**src/rtl/ps2_scancode_sequencer.sv**
```systemverilog
//------------------------------------------------------------------------------
// Module   : ps2_scancode_sequencer
// Purpose  : Validates PS/2 Set-2 frames, folds E0/F0 prefixes into single key
//            events and queues them in a show-ahead valid/ready FIFO.
// Revision : 1.0 - initial release
//------------------------------------------------------------------------------
`default_nettype none

module ps2_scancode_sequencer #(
  parameter int FIFO_DEPTH     = 4,
  parameter int PREFIX_TIMEOUT = 100000,
  parameter int ERR_W          = 8
) (
  input  logic             CLK,
  input  logic             RST,
  input  logic             frame_valid,
  input  logic [10:0]      frame_code,
  output logic             evt_valid,
  input  logic             evt_ready,
  output logic [7:0]       evt_code,
  output logic             evt_ext,
  output logic             evt_release,
  output logic             frame_err,
  output logic             timeout,
  output logic             bat_ok,
  output logic             bat_err,
  output logic             overflow,
  output logic [ERR_W-1:0] err_cnt
);

  localparam int              c_aw    = $clog2(FIFO_DEPTH);
  localparam int              c_tw    = (PREFIX_TIMEOUT > 2) ? $clog2(PREFIX_TIMEOUT) : 1;
  localparam logic [c_aw:0]   c_depth = (c_aw + 1)'(FIFO_DEPTH);
  localparam logic [c_tw-1:0] c_tmax  = c_tw'(PREFIX_TIMEOUT - 1);

  typedef enum logic [1:0] {
    S_IDLE    = 2'd0,
    S_EXT     = 2'd1,
    S_REL     = 2'd2,
    S_EXT_REL = 2'd3
  } state_t;

  state_t            r_state;
  state_t            w_state_nxt;
  logic              r_fv_d;
  logic [c_tw-1:0]   r_tmr;
  logic [9:0]        r_mem [FIFO_DEPTH];
  logic [c_aw-1:0]   r_wr_ptr;
  logic [c_aw-1:0]   r_rd_ptr;
  logic [c_aw:0]     r_count;
  logic              r_frame_err;
  logic              r_timeout;
  logic              r_bat_ok;
  logic              r_bat_err;
  logic              r_overflow;
  logic [ERR_W-1:0]  r_err_cnt;

  logic              w_accept;
  logic [7:0]        w_byte;
  logic              w_frame_ok;
  logic              w_is_e0;
  logic              w_is_f0;
  logic              w_tmr_exp;
  logic              w_push;
  logic              w_push_ext;
  logic              w_push_rel;
  logic              w_ferr;
  logic              w_to;
  logic              w_bok;
  logic              w_berr;
  logic              w_pop;
  logic              w_full;
  logic              w_wr_en;

  // Rising edge of frame_valid only, so a held flag yields one frame.
  assign w_accept   = frame_valid & ~r_fv_d;
  assign w_byte     = frame_code[8:1];
  assign w_frame_ok = ~frame_code[0] & frame_code[10] & (^frame_code[9:1]);
  assign w_is_e0    = (w_byte == 8'hE0);
  assign w_is_f0    = (w_byte == 8'hF0);
  assign w_tmr_exp  = (r_state != S_IDLE) && (r_tmr == c_tmax);

  always_comb begin
    w_state_nxt = r_state;
    w_push      = 1'b0;
    w_push_ext  = 1'b0;
    w_push_rel  = 1'b0;
    w_ferr      = 1'b0;
    w_to        = 1'b0;
    w_bok       = 1'b0;
    w_berr      = 1'b0;
    if (w_accept) begin
      if (!w_frame_ok) begin
        w_ferr      = 1'b1;
        w_state_nxt = S_IDLE;
      end else begin
        case (r_state)
          S_IDLE: begin
            if (w_is_e0)               w_state_nxt = S_EXT;
            else if (w_is_f0)          w_state_nxt = S_REL;
            else if (w_byte == 8'hAA)  w_bok       = 1'b1;
            else if (w_byte == 8'hFC)  w_berr      = 1'b1;
            else                       w_push      = 1'b1;
          end
          S_EXT: begin
            if (w_is_f0) begin
              w_state_nxt = S_EXT_REL;
            end else if (!w_is_e0) begin
              w_push      = 1'b1;
              w_push_ext  = 1'b1;
              w_state_nxt = S_IDLE;
            end
          end
          S_REL, S_EXT_REL: begin
            w_state_nxt = S_IDLE;
            if (w_is_e0 || w_is_f0) begin
              w_ferr = 1'b1;
            end else begin
              w_push     = 1'b1;
              w_push_ext = (r_state == S_EXT_REL);
              w_push_rel = 1'b1;
            end
          end
          default: w_state_nxt = S_IDLE;
        endcase
      end
    end else if (w_tmr_exp) begin
      w_to        = 1'b1;
      w_state_nxt = S_IDLE;
    end
  end

  always_ff @(posedge CLK or posedge RST) begin
    if (RST) begin
      r_state     <= S_IDLE;
      r_fv_d      <= 1'b0;
      r_tmr       <= '0;
      r_frame_err <= 1'b0;
      r_timeout   <= 1'b0;
      r_bat_ok    <= 1'b0;
      r_bat_err   <= 1'b0;
      r_err_cnt   <= '0;
    end else begin
      r_state     <= w_state_nxt;
      r_fv_d      <= frame_valid;
      r_frame_err <= w_ferr;
      r_timeout   <= w_to;
      r_bat_ok    <= w_bok;
      r_bat_err   <= w_berr;
      if (w_accept || w_tmr_exp || (r_state == S_IDLE)) r_tmr <= '0;
      else                                                r_tmr <= r_tmr + c_tw'(1);
      if (w_ferr && (r_err_cnt != '1)) r_err_cnt <= r_err_cnt + ERR_W'(1);
    end
  end

  // A full FIFO still takes a push when the head leaves on the same edge.
  assign evt_valid = (r_count != '0);
  assign w_pop     = evt_valid & evt_ready;
  assign w_full    = (r_count == c_depth);
  assign w_wr_en   = w_push & (~w_full | w_pop);

  always_ff @(posedge CLK or posedge RST) begin
    if (RST) begin
      for (int i = 0; i < FIFO_DEPTH; i++) r_mem[i] <= '0;
      r_wr_ptr   <= '0;
      r_rd_ptr   <= '0;
      r_count    <= '0;
      r_overflow <= 1'b0;
    end else begin
      if (w_wr_en) begin
        r_mem[r_wr_ptr] <= {w_byte, w_push_ext, w_push_rel};
        r_wr_ptr        <= r_wr_ptr + c_aw'(1);
      end
      if (w_pop) r_rd_ptr <= r_rd_ptr + c_aw'(1);
      case ({w_wr_en, w_pop})
        2'b10:   r_count <= r_count + (c_aw + 1)'(1);
        2'b01:   r_count <= r_count - (c_aw + 1)'(1);
        default: r_count <= r_count;
      endcase
      if (w_push && !w_wr_en) r_overflow <= 1'b1;
    end
  end

  assign {evt_code, evt_ext, evt_release} = r_mem[r_rd_ptr];
  assign frame_err = r_frame_err;
  assign timeout   = r_timeout;
  assign bat_ok    = r_bat_ok;
  assign bat_err   = r_bat_err;
  assign overflow  = r_overflow;
  assign err_cnt   = r_err_cnt;

endmodule

`default_nettype wire

```
**config.mk**
```make
export PLATFORM = sky130hd
export DESIGN_NAME = ps2_scancode_sequencer
export DESIGN_NICKNAME = d
export VERILOG_FILES = /design/src/rtl/ps2_scancode_sequencer.sv
export SDC_FILE = /design/constraint.sdc
export NUM_CORES = 1
export LEC_CHECK = 0
export ABC_CLOCK_PERIOD_IN_PS = 2600
export BUFFER_PORTS_ARGS = -buffer_cell sky130_fd_sc_hd__buf_2
export CORE_MARGIN = 2
export CORE_UTILIZATION = 50
export DETAILED_ROUTE_END_ITERATION = 8
export HOLD_SLACK_MARGIN = 0.05
export PLACE_DENSITY = 0.73
export SLEW_MARGIN = 25
export SYNTH_ARGS = -nofsm -noshare
export SYNTH_HDL_FRONTEND = slang
export SYNTH_SLANG_ARGS = --single-unit
```
**constraint.sdc**
```tcl
create_clock -name CLK -period 2.6 [get_ports CLK]
set_input_delay 0.13 -clock CLK [delete_from_list [all_inputs] [get_ports CLK]]
set_output_delay 0.13 -clock CLK [all_outputs]
set_load 0.02 [all_outputs]
```
=== Yosys cells after proc, flatten, opt, wreduce, memory -nomap -nowiden ===
Index checks and enable logic that the tools add are counted.

* $add $sub $neg: 6
* Order comparisons: 3
* Eq/ne operators: 14
* Multiplexer cells: 52
* Bitwise operators: 11
* Reduce and logical (&&, ||, !) cells: 16

{| class="wikitable"
|+ Operator list
! cell !! count
|-
| 40-bit bitwise mux || 1
|-
| 1-bit 2-to-1 mux || 34
|-
| 8-bit equality test (second input constant) || 4
|-
| 10-bit 2-to-1 mux || 3
|-
| 10-bit binary-select mux with 2-bit select || 1
|-
| 10-bit demux with 2-bit select || 1
|-
| 17-bit by 1-bit adder with 17-bit output (second input constant) || 1
|-
| 17-bit equality test (second input constant) || 1
|-
| 17-bit 2-to-1 mux || 1
|-
| 2-bit 2-to-1 mux || 7
|-
| 5-bit inequality test (second input constant) || 2
|-
| 9-bit parity || 1
|-
| 8-bit by 1-bit adder with 8-bit output (second input constant) || 1
|-
| 8-bit inequality test (second input constant) || 1
|-
| 2-bit equality test (second input constant) || 3
|-
| 3-bit greater-or-equal comparator (second input constant) || 2
|-
| 2-bit NOT with 3-bit output || 2
|-
| 2-bit case mux with 3 select lines || 1
|-
| 3-bit case mux with 2 select lines || 1
|-
| 2-bit nonzero test || 3
|-
| 1-bit AND || 5
|-
| 2-bit by 1-bit adder with 2-bit output (second input constant) || 2
|-
| 2-bit by 1-bit equality test with 1-bit output (second input constant) || 2
|-
| 1-bit logical AND || 4
|-
| 14 further kinds || 18
|}

* Flip-flop bits (word level): 80
* Input port bits: 15
* Output and inout bits: 24
* Word-level logic and storage cells: 118

=== Logic depth before layout (Yosys ltp) ===
Gate-level depths: netlist (run 1).

* Word-level depth: 11
* Depth in mapped cells: 12
* Depth with buffers taken out: 12

=== Least setup slack after synthesis (run 1) ===
No wires, ideal clock.

* Path type: input port to flip-flop
* Start point: in frame_code[3]
* End point: reg r_count[2]
* Setup time: 125 ps
* Arrival: 2401 ps
* Required time: 2475 ps
* Slack: 74 ps
* Stages: 12
* Buffers on the path: 0
* Cells stage by stage: inv_1 -> ha_1 -> xnor3_1 -> xnor2_1 -> nor4_4 -> nand2_1 -> ha_1 -> inv_1 -> fa_1 -> xor2_1 -> nor2_1 -> xor2_1

* Longest elaborated chain between the ends: 11
* Elaborated cells between the ends (all ways): 22
* Those cells by class: eq/ne (6); mux (11); bitwise (2); reduce/logical (3)

{| class="wikitable"
|+ Ends and longest elaborated chain
! item !! RTL line !! text
|-
| start, declared || 17 || <nowiki>input logic [10:0] frame_code,</nowiki>
|-
| 8-bit equality test || 102 || <nowiki>else if (w_byte == 8'hFC) w_berr = 1'b1;</nowiki>
|-
| 1-bit 2-to-1 mux || 102 ||
|-
| 1-bit 2-to-1 mux || 101 || <nowiki>else if (w_byte == 8'hAA) w_bok = 1'b1;</nowiki>
|-
| 1-bit 2-to-1 mux || 100 || <nowiki>else if (w_is_f0) w_state_nxt = S_REL;</nowiki>
|-
| 1-bit 2-to-1 mux || 99 || <nowiki>if (w_is_e0) w_state_nxt = S_EXT;</nowiki>
|-
| 1-bit case mux with 3 select lines || 97 || <nowiki>case (r_state)</nowiki>
|-
| 1-bit 2-to-1 mux (*) || 93 || <nowiki>if (!w_frame_ok) begin</nowiki>
|-
| 1-bit 2-to-1 mux (*) || 92 || <nowiki>if (w_accept) begin</nowiki>
|-
| 1-bit AND (*) || 160 || <nowiki>assign w_wr_en = w_push & (~w_full | w_pop);</nowiki>
|-
| 2-bit by 1-bit equality test with 1-bit output or 2-bit equality test (tied branches) || 175 || <nowiki>case ({w_wr_en, w_pop})</nowiki>
|-
| 3-bit case mux with 2 select lines or 2-bit nonzero test (tied branches) || n/a ||
|-
| end signal, assigned || 176 || <nowiki>2'b10: r_count <= r_count + (c_aw + 1)'(1);</nowiki>
|-
| end signal, assigned || 177 || <nowiki>2'b01: r_count <= r_count - (c_aw + 1)'(1);</nowiki>
|-
| end signal, assigned || 178 || <nowiki>default: r_count <= r_count;</nowiki>
|-
| end, declared || 50 || <nowiki>logic [c_aw:0] r_count;</nowiki>
|}

Mark *: on every way between the ends. The rest lies on a longest branch, timed or not.
A chain may end at the register's enable or synchronous reset.

=== Worst setup path in the final report (run 1) ===
* Start point: reg r_count[0]
* End point: reg r_count[2]

* Longest elaborated chain between the ends: 6
* Elaborated cells between the ends (all ways): 12
* Those cells by class: add/sub (2); eq/ne (3); mux (1); bitwise (4); reduce/logical (2)

{| class="wikitable"
|+ Ends and longest elaborated chain
! item !! RTL line
|-
| 3-bit nonzero test or 3-bit equality test (tied branches) || 157, 159
|-
| 1-bit AND or 1-bit NOT (tied branches) || 158, 160
|-
| 1-bit bitwise OR || 160
|-
| 1-bit AND || 160
|-
| 2-bit by 1-bit equality test with 1-bit output or 2-bit equality test (tied branches) || 175
|-
| 3-bit case mux with 2 select lines or 2-bit nonzero test (tied branches) || n/a
|}

Parallel ways exist; a longest one is shown, timed or not.

==> flow_metrics.env, run 1 <==
export IMPL_status="finished clean"
export IMPL_rsz0062_at_grt="false"
export IMPL_rows=32
export IMPL_overflow=0
export IMPL_yosysWarnings=0
export IMPL_synth_most_common_cell="dfrtp_1"
export IMPL_port_buffers=38
export IMPL_cp_arrival_ps=2620
export IMPL_end_kind="flop"
export IMPL_cts_tree="done"
export IMPL_gp_congestion=0.744
export IMPL_grt_total_usage_pct=18.7
export IMPL_die_area_mm2=0.00846
export IMPL_drc=0
export IMPL_total_power_w=0.00386
export IMPL_cp_max_fo=4
export IMPL_worst_pin_slew_ps=740
export IMPL_fin_skew_ps=6.59
export IMPL_ys_top_cells_by_area="dfrtp_1 52%, mux2_2 13%, mux4_2 5.8%, ha_1 5.2%, xor2_1 3.8%"
export IMPL_cts_root_buffer="clkbuf_8"
export IMPL_p_leak_nw=2.22
export IMPL_crit_type="reg2reg"
export IMPL_grt_pass1_wl_mm=12.2
export IMPL_avgRoutedWirePerCell_um=15.4
export IMPL_clkLatencyLatePin_ps=350
export IMPL_syn_area_mm2=0.00387
export IMPL_ios=39
export IMPL_dr_pass1_iters=4
export IMPL_ctsResizeCount=0
export IMPL_cts_inserted_buffers=9
export IMPL_wl_met3_um=168
export IMPL_p_per_area_mw_per_mm2=855
export IMPL_postSynthCellCount=300
export IMPL_postSynthNetCount=332
export IMPL_postSynth_asyncResetShare_pct=100
export IMPL_finalCriticalPeriod_ps=2350
export IMPL_ant_nets=0
export IMPL_hold_class="in2reg"
export IMPL_peakVddDrop_v=0.000442
export IMPL_synth_cell_types=36
export IMPL_top_layer_used="met4"
export IMPL_core_area_mm2=0.00761
export IMPL_n_antenna_cell=0
export IMPL_max_freq_ghz=0.426
export IMPL_yosysTopAreaCell="dfrtp_1"
export IMPL_area_growth_pct=16.6
export IMPL_max_slew_margin_pct=50.7
export IMPL_die_w_um=92.0
export IMPL_ys_seq_area_share_pct=51.7
export IMPL_holdWs_ps=91.1
export IMPL_totalNegativeSetupSlack_ps=0
export IMPL_slew_violations=0
export IMPL_dr_first_iter_drc_count=134
export IMPL_grt_max_degree=32
export IMPL_finalCritPeriodShare_pct=90.3
export IMPL_synth_edf_count=0
export IMPL_finalSetupViolations=0
export IMPL_cap_violations=0
export IMPL_ys_ff_latch=80
export IMPL_crit_family="simple AND/OR/NAND/NOR gates"
export IMPL_hpwl_mm=5.06
export IMPL_ys_flop_type="dfrtp_1"
export IMPL_antenna_found_initial=0
export IMPL_avgSynthCellArea_um2=12.9
export IMPL_critPathMostFrequentCell="xor2_1"
export IMPL_clk_pin_slew_ps=80
export IMPL_synth_top_area_share_pct=51.7
export IMPL_synth_common_cells="80 x dfrtp_1, 43 x mux2_2, 21 x nor2_1"
export IMPL_drt_wl_total_mm=7.17
export IMPL_initial_core_util_pct=50.9
export IMPL_via_per_inst=5.31
export IMPL_grt_pass1_vias=2504
export IMPL_slowest_delay_ps=700
export IMPL_drive_gt1_share_pct=35.3
export IMPL_nets=390
export IMPL_clockBufferDepth=2
export IMPL_htree_levels=3
export IMPL_wl_met2_mm=3.41
export IMPL_die_h_um=92.0
export IMPL_cts_sinks=80
export IMPL_cp_num_buf_inv=1
export IMPL_crit_chain="or4b_2 > nand2_1 > ha_1 > inv_1 > fa_1 > xor2_1 > nor2_1 > xor2_1"
export IMPL_wl_met1_mm=3.50
export IMPL_critical_path_required_ps=2870
export IMPL_cpMaxStageDelayCell="or4b_2"
export IMPL_critPathLaunchType="flop"
export IMPL_vias=2467
export IMPL_hold_viol=0
[final cells by class]
class                      count  area, um^2
inverter                      15        57.6
clock inverter                 7         110
multi-input combinational    200        1800
tap                          102         128
sequential                    80        2000
fill                         651        3090
clock buffer                   9         124
timing repair buffer          52         300
[metrics by stage]
| stage | worst slack [ps] | cell area, um^2 | utilization, % | std cells |
|---|---|---|---|---|
| 6_report | 253 | 4520 | 59.4 | 465 |
| 5_1_grt | 98.0 | 4520 | 59.4 | 465 |
| 4_1_cts | 247 | 4520 | 59.4 | 465 |
| 3_5_place_dp | -26.2 | 4260 | 56.0 | 447 |
| 3_3_place_gp | 71.1 | 4260 | 56.0 | 447 |
| 2_1_floorplan | 73.7 | 3870 | - | 300 |
[layer usage]
layer	global-route usage, %	vias to the layer above
li1	-	1177
met1	27.0	1244
met2	28.6	39
met3	2.96	7
met4	7.46	0
met5	0	-
[worst paths after layout]
kind	startpoint	to	slack, ps	cells after the start
max	r_count[0]	r_count[2]	250	8
min	frame_code[1]	r_mem[2]	90	2
max reg2reg	r_count[0]	r_count[2]	250	8
min reg2reg	overflow	overflow	480	1
max in group asynchronous	RST	r_mem[13]	1500	4
min in group asynchronous	RST	err_cnt[0]	350	3
[placed cells by master, fill, tap and decap left out, types with 2 or more instances in the layout]
cell,Yosys,final
or3_1,3,3
nor2_1,21,21
mux2_2,43,43
xnor2_1,12,12
dlygate4sd3_1,0,2
nor4_1,2,2
clkinv_2,0,5
xor2_1,17,17
nand4_1,5,5
nor2b_1,3,3
and4_1,4,4
mux4_2,10,10
nand3_2,4,4
ha_1,16,16
and3_1,7,7
nor3b_1,3,3
buf_2,0,38
a21o_1,2,2
nand2_1,11,11
nand2b_1,4,4
or2_2,2,2
nor3_1,7,7
inv_1,15,14
dfrtp_1,80,80
clkbuf_8,0,9
bufinv_16,0,3
buf_4,0,12
a21oi_1,2,2
nand3_1,11,11
[kinds of logic after synthesis]
family | count (synthesis) | synth area share, %
xor gates and xnor gates | 30 | 7.14
muxes | 54 | 18.6
buffers and inverters | 20 | 1.94
DFF | 80 | 51.7
and+or+nand+nor | 92 | 13.6
AOI/OAI and AO/OA | 7 | 1.36
adders and majority gates | 17 | 5.69
[flip-flops by register name, summed over array words and instances, names as in the netlist, 2 cells and up]
name / flops
err_cnt: 8
r_rd_ptr: 2
r_tmr: 17
r_state: 2
r_wr_ptr: 2
r_mem: 40
r_count: 3
[report_power, final]
group          total, W  switching (W)  leakage, nW  internal, W
logic           0.00103       0.000478         1.02     0.000550
registers       0.00176       0.000258         1.07      0.00150
clock network   0.00107       0.000441        0.123     0.000631
[what timing repair did]
action                    4_1_cts  5_1_grt
hold endpoints to repair       30        0
buffers inserted                0        0
hold buffers                    2        0
Power figures use the tool's default switching activity.
==> run 2: changes to the inputs <==
--- a/config.mk
+++ b/config.mk
@@ -11,7 +11,7 @@
 export CORE_UTILIZATION = 50
 export DETAILED_ROUTE_END_ITERATION = 8
 export HOLD_SLACK_MARGIN = 0.05
-export PLACE_DENSITY = 0.73
+export PLACE_DENSITY = 0.79
 export SLEW_MARGIN = 25
 export SYNTH_ARGS = -nofsm -noshare
 export SYNTH_HDL_FRONTEND = slang
==> run 2 against run 1 <==
Against the previous run:
- first-iteration DRC count decreased by 13%
- global-route usage grew 0.40 points
- setup slack lost 98 ps
- sequential cell count is the same
- critical path type unchanged
- critical endpoint unchanged
- largest cell class unchanged
- largest power group unchanged
- highest routed layer unchanged
==> flow_metrics.env, run 2 (synthesized netlist as in run 1, its figures left out) <==
export IMPL_status="finished clean"
export IMPL_pre_cts_ws_ps=23.5
export IMPL_fin_ws_ps=154
export IMPL_antenna_found_initial=0
export IMPL_critical_path_required_ps=2870
export IMPL_grt_pass1_wl_mm=12.5
export IMPL_slowest_delay_ps=450
export IMPL_swShare_pct=31.2
export IMPL_die_h_um=92.0
export IMPL_grt_total_usage_pct=19.1
export IMPL_ios=39
export IMPL_finalNonFillerCells=466
export IMPL_grt_pass1_vias=2575
export IMPL_nets=391
export IMPL_crit_type="reg2reg"
export IMPL_cp_num_buf_inv=1
export IMPL_drc=0
export IMPL_clkLatencyLatePin_ps=350
export IMPL_finalCritPeriodShare_pct=94.1
export IMPL_via_per_inst=5.29
export IMPL_critPathMostFrequentCell="xor2_1"
export IMPL_post_place_cells=448
export IMPL_cpMaxStageDelayCell="dfrtp_1"
export IMPL_end_kind="flop"
export IMPL_area_growth_pct=16.3
export IMPL_cts_hold_buffers=2
export IMPL_clockBufferDepth=2
export IMPL_dr_first_iter_drc_count=116
export IMPL_rows=32
export IMPL_htree_levels=3
export IMPL_drive_gt1_share_pct=34.9
export IMPL_die_w_um=92.0
export IMPL_initial_core_util_pct=50.9
export IMPL_fillers=631
export IMPL_grt_max_degree=31
export IMPL_final_cell_mix="80 x dfrtp_1, 43 x mux2_2, 38 x buf_2"
export IMPL_clk_pin_slew_ps=80
export IMPL_hpwl_mm=5.17
export IMPL_max_freq_ghz=0.409
export IMPL_crit_chain="or2_2 > a21oi_1 > nor4_4 > nand2_1 > ha_1 > inv_1 > fa_1 > xor2_1 > nor2_1 > xor2_1"
export IMPL_core_area_mm2=0.00761
export IMPL_worst_pin_slew_ps=598
export IMPL_gp_congestion=0.852
export IMPL_top_register="r_mem"
export IMPL_cts_root_buffer="clkbuf_8"
export IMPL_drt_wl_total_mm=7.36
export IMPL_n_antenna_cell=0
export IMPL_overflow=0
export IMPL_cts_inserted_buffers=9
export IMPL_port_buffers=38
export IMPL_crit_family="simple AND/OR/NAND/NOR gates"
export IMPL_largest_reg_flops=40
export IMPL_vias=2465
export IMPL_postLayoutCellArea_mm2=0.00450
export IMPL_critPathLaunchType="flop"
export IMPL_max_slew_margin_pct=60.1
export IMPL_avgRoutedWirePerCell_um=15.8
export IMPL_totalNegativeSetupSlack_ps=0
export IMPL_fin_skew_ps=10.3
export IMPL_hold_viol=0
export IMPL_p_per_area_mw_per_mm2=837
export IMPL_peakVddDrop_v=0.000406
export IMPL_finalCriticalPeriod_ps=2450
export IMPL_combinationalPowerShare_pct=28.7
export IMPL_dr_pass1_iters=4
export IMPL_ctsResizeCount=0
export IMPL_finalSetupViolations=0
export IMPL_place_area_mm2=0.00427
export IMPL_seqPwrFrac_pct=45.4
export IMPL_die_area_mm2=0.00846
export IMPL_cp_max_fo=7
export IMPL_rsz0062_at_grt="false"
export IMPL_slew_violations=0
export IMPL_internal_power_w=0.00259
export IMPL_cap_violations=0
export IMPL_p_leak_nw=2.20
export IMPL_p_clk_share_pct=26.0
export IMPL_cts_tree="done"
export IMPL_postCtsSetupRepairBufs=0
export IMPL_cp_arrival_ps=2710
export IMPL_final_common_cell="dfrtp_1"
export IMPL_switchingPower_w=0.00118
export IMPL_cts_sinks=80
export IMPL_ant_nets=0
export IMPL_hold_class="in2reg"
run 2: worst paths after layout:
path / startpoint / to / slack, ps / depth (start not counted)
max: r_state[1] / r_count[2] / 150 / 10
max reg2reg: r_state[1] / r_count[2] / 150 / 10
min: frame_code[1] / r_mem[32] / 90 / 2
min reg2reg: overflow / overflow / 470 / 1
min in group asynchronous: RST / err_cnt[4] / 300 / 3
max in group asynchronous: RST / r_mem[35] / 1570 / 4
run 2: per-stage QoR:
step | hold WS (ps) | utilization [%] | power, W
2_1_floorplan | 161 | - | 0.00249
3_5_place_dp | 137 | 56.1 | 0.00282
6_report | 86.2 | 59.2 | 0.00377
3_3_place_gp | 134 | 56.1 | 0.00277
4_1_cts | 71.6 | 59.2 | 0.00381
5_1_grt | 81.1 | 59.2 | 0.00399
run 2: area by class of cell:
type	count	area [um^2]	share of cell area (%)
inverters	15	57.6	1.28
repair buffers	53	308	6.84
clock inverters	5	81.3	1.81
clock buffers	11	131	2.92
well taps	102	128	2.83
flip-flops and latches	80	2000	44.5
multi-input cells	200	1800	39.9
run 2: metal layers:
| metal | track usage [%] | vias to the layer above | wire length [um] |
|---|---|---|---|
| li1 | - | 1174 | - |
| met2 | 29.0 | 39 | 3460 |
| met5 | 0 | - | 0 |
| met1 | 26.7 | 1238 | 3510 |
| met3 | 4.35 | 14 | 218 |
| met4 | 7.59 | 0 | 170 |
run 2: power groups by stage:
stage	registers [W]	logic, W	clock network [W]
finish	0.00171	0.00108	0.000979
global route	0.00175	0.00119	0.00106
CTS	0.00171	0.00110	0.00100
detailed placement	0.00173	0.00109	0
global placement	0.00171	0.00106	0
floorplan	0.00172	0.000770	0
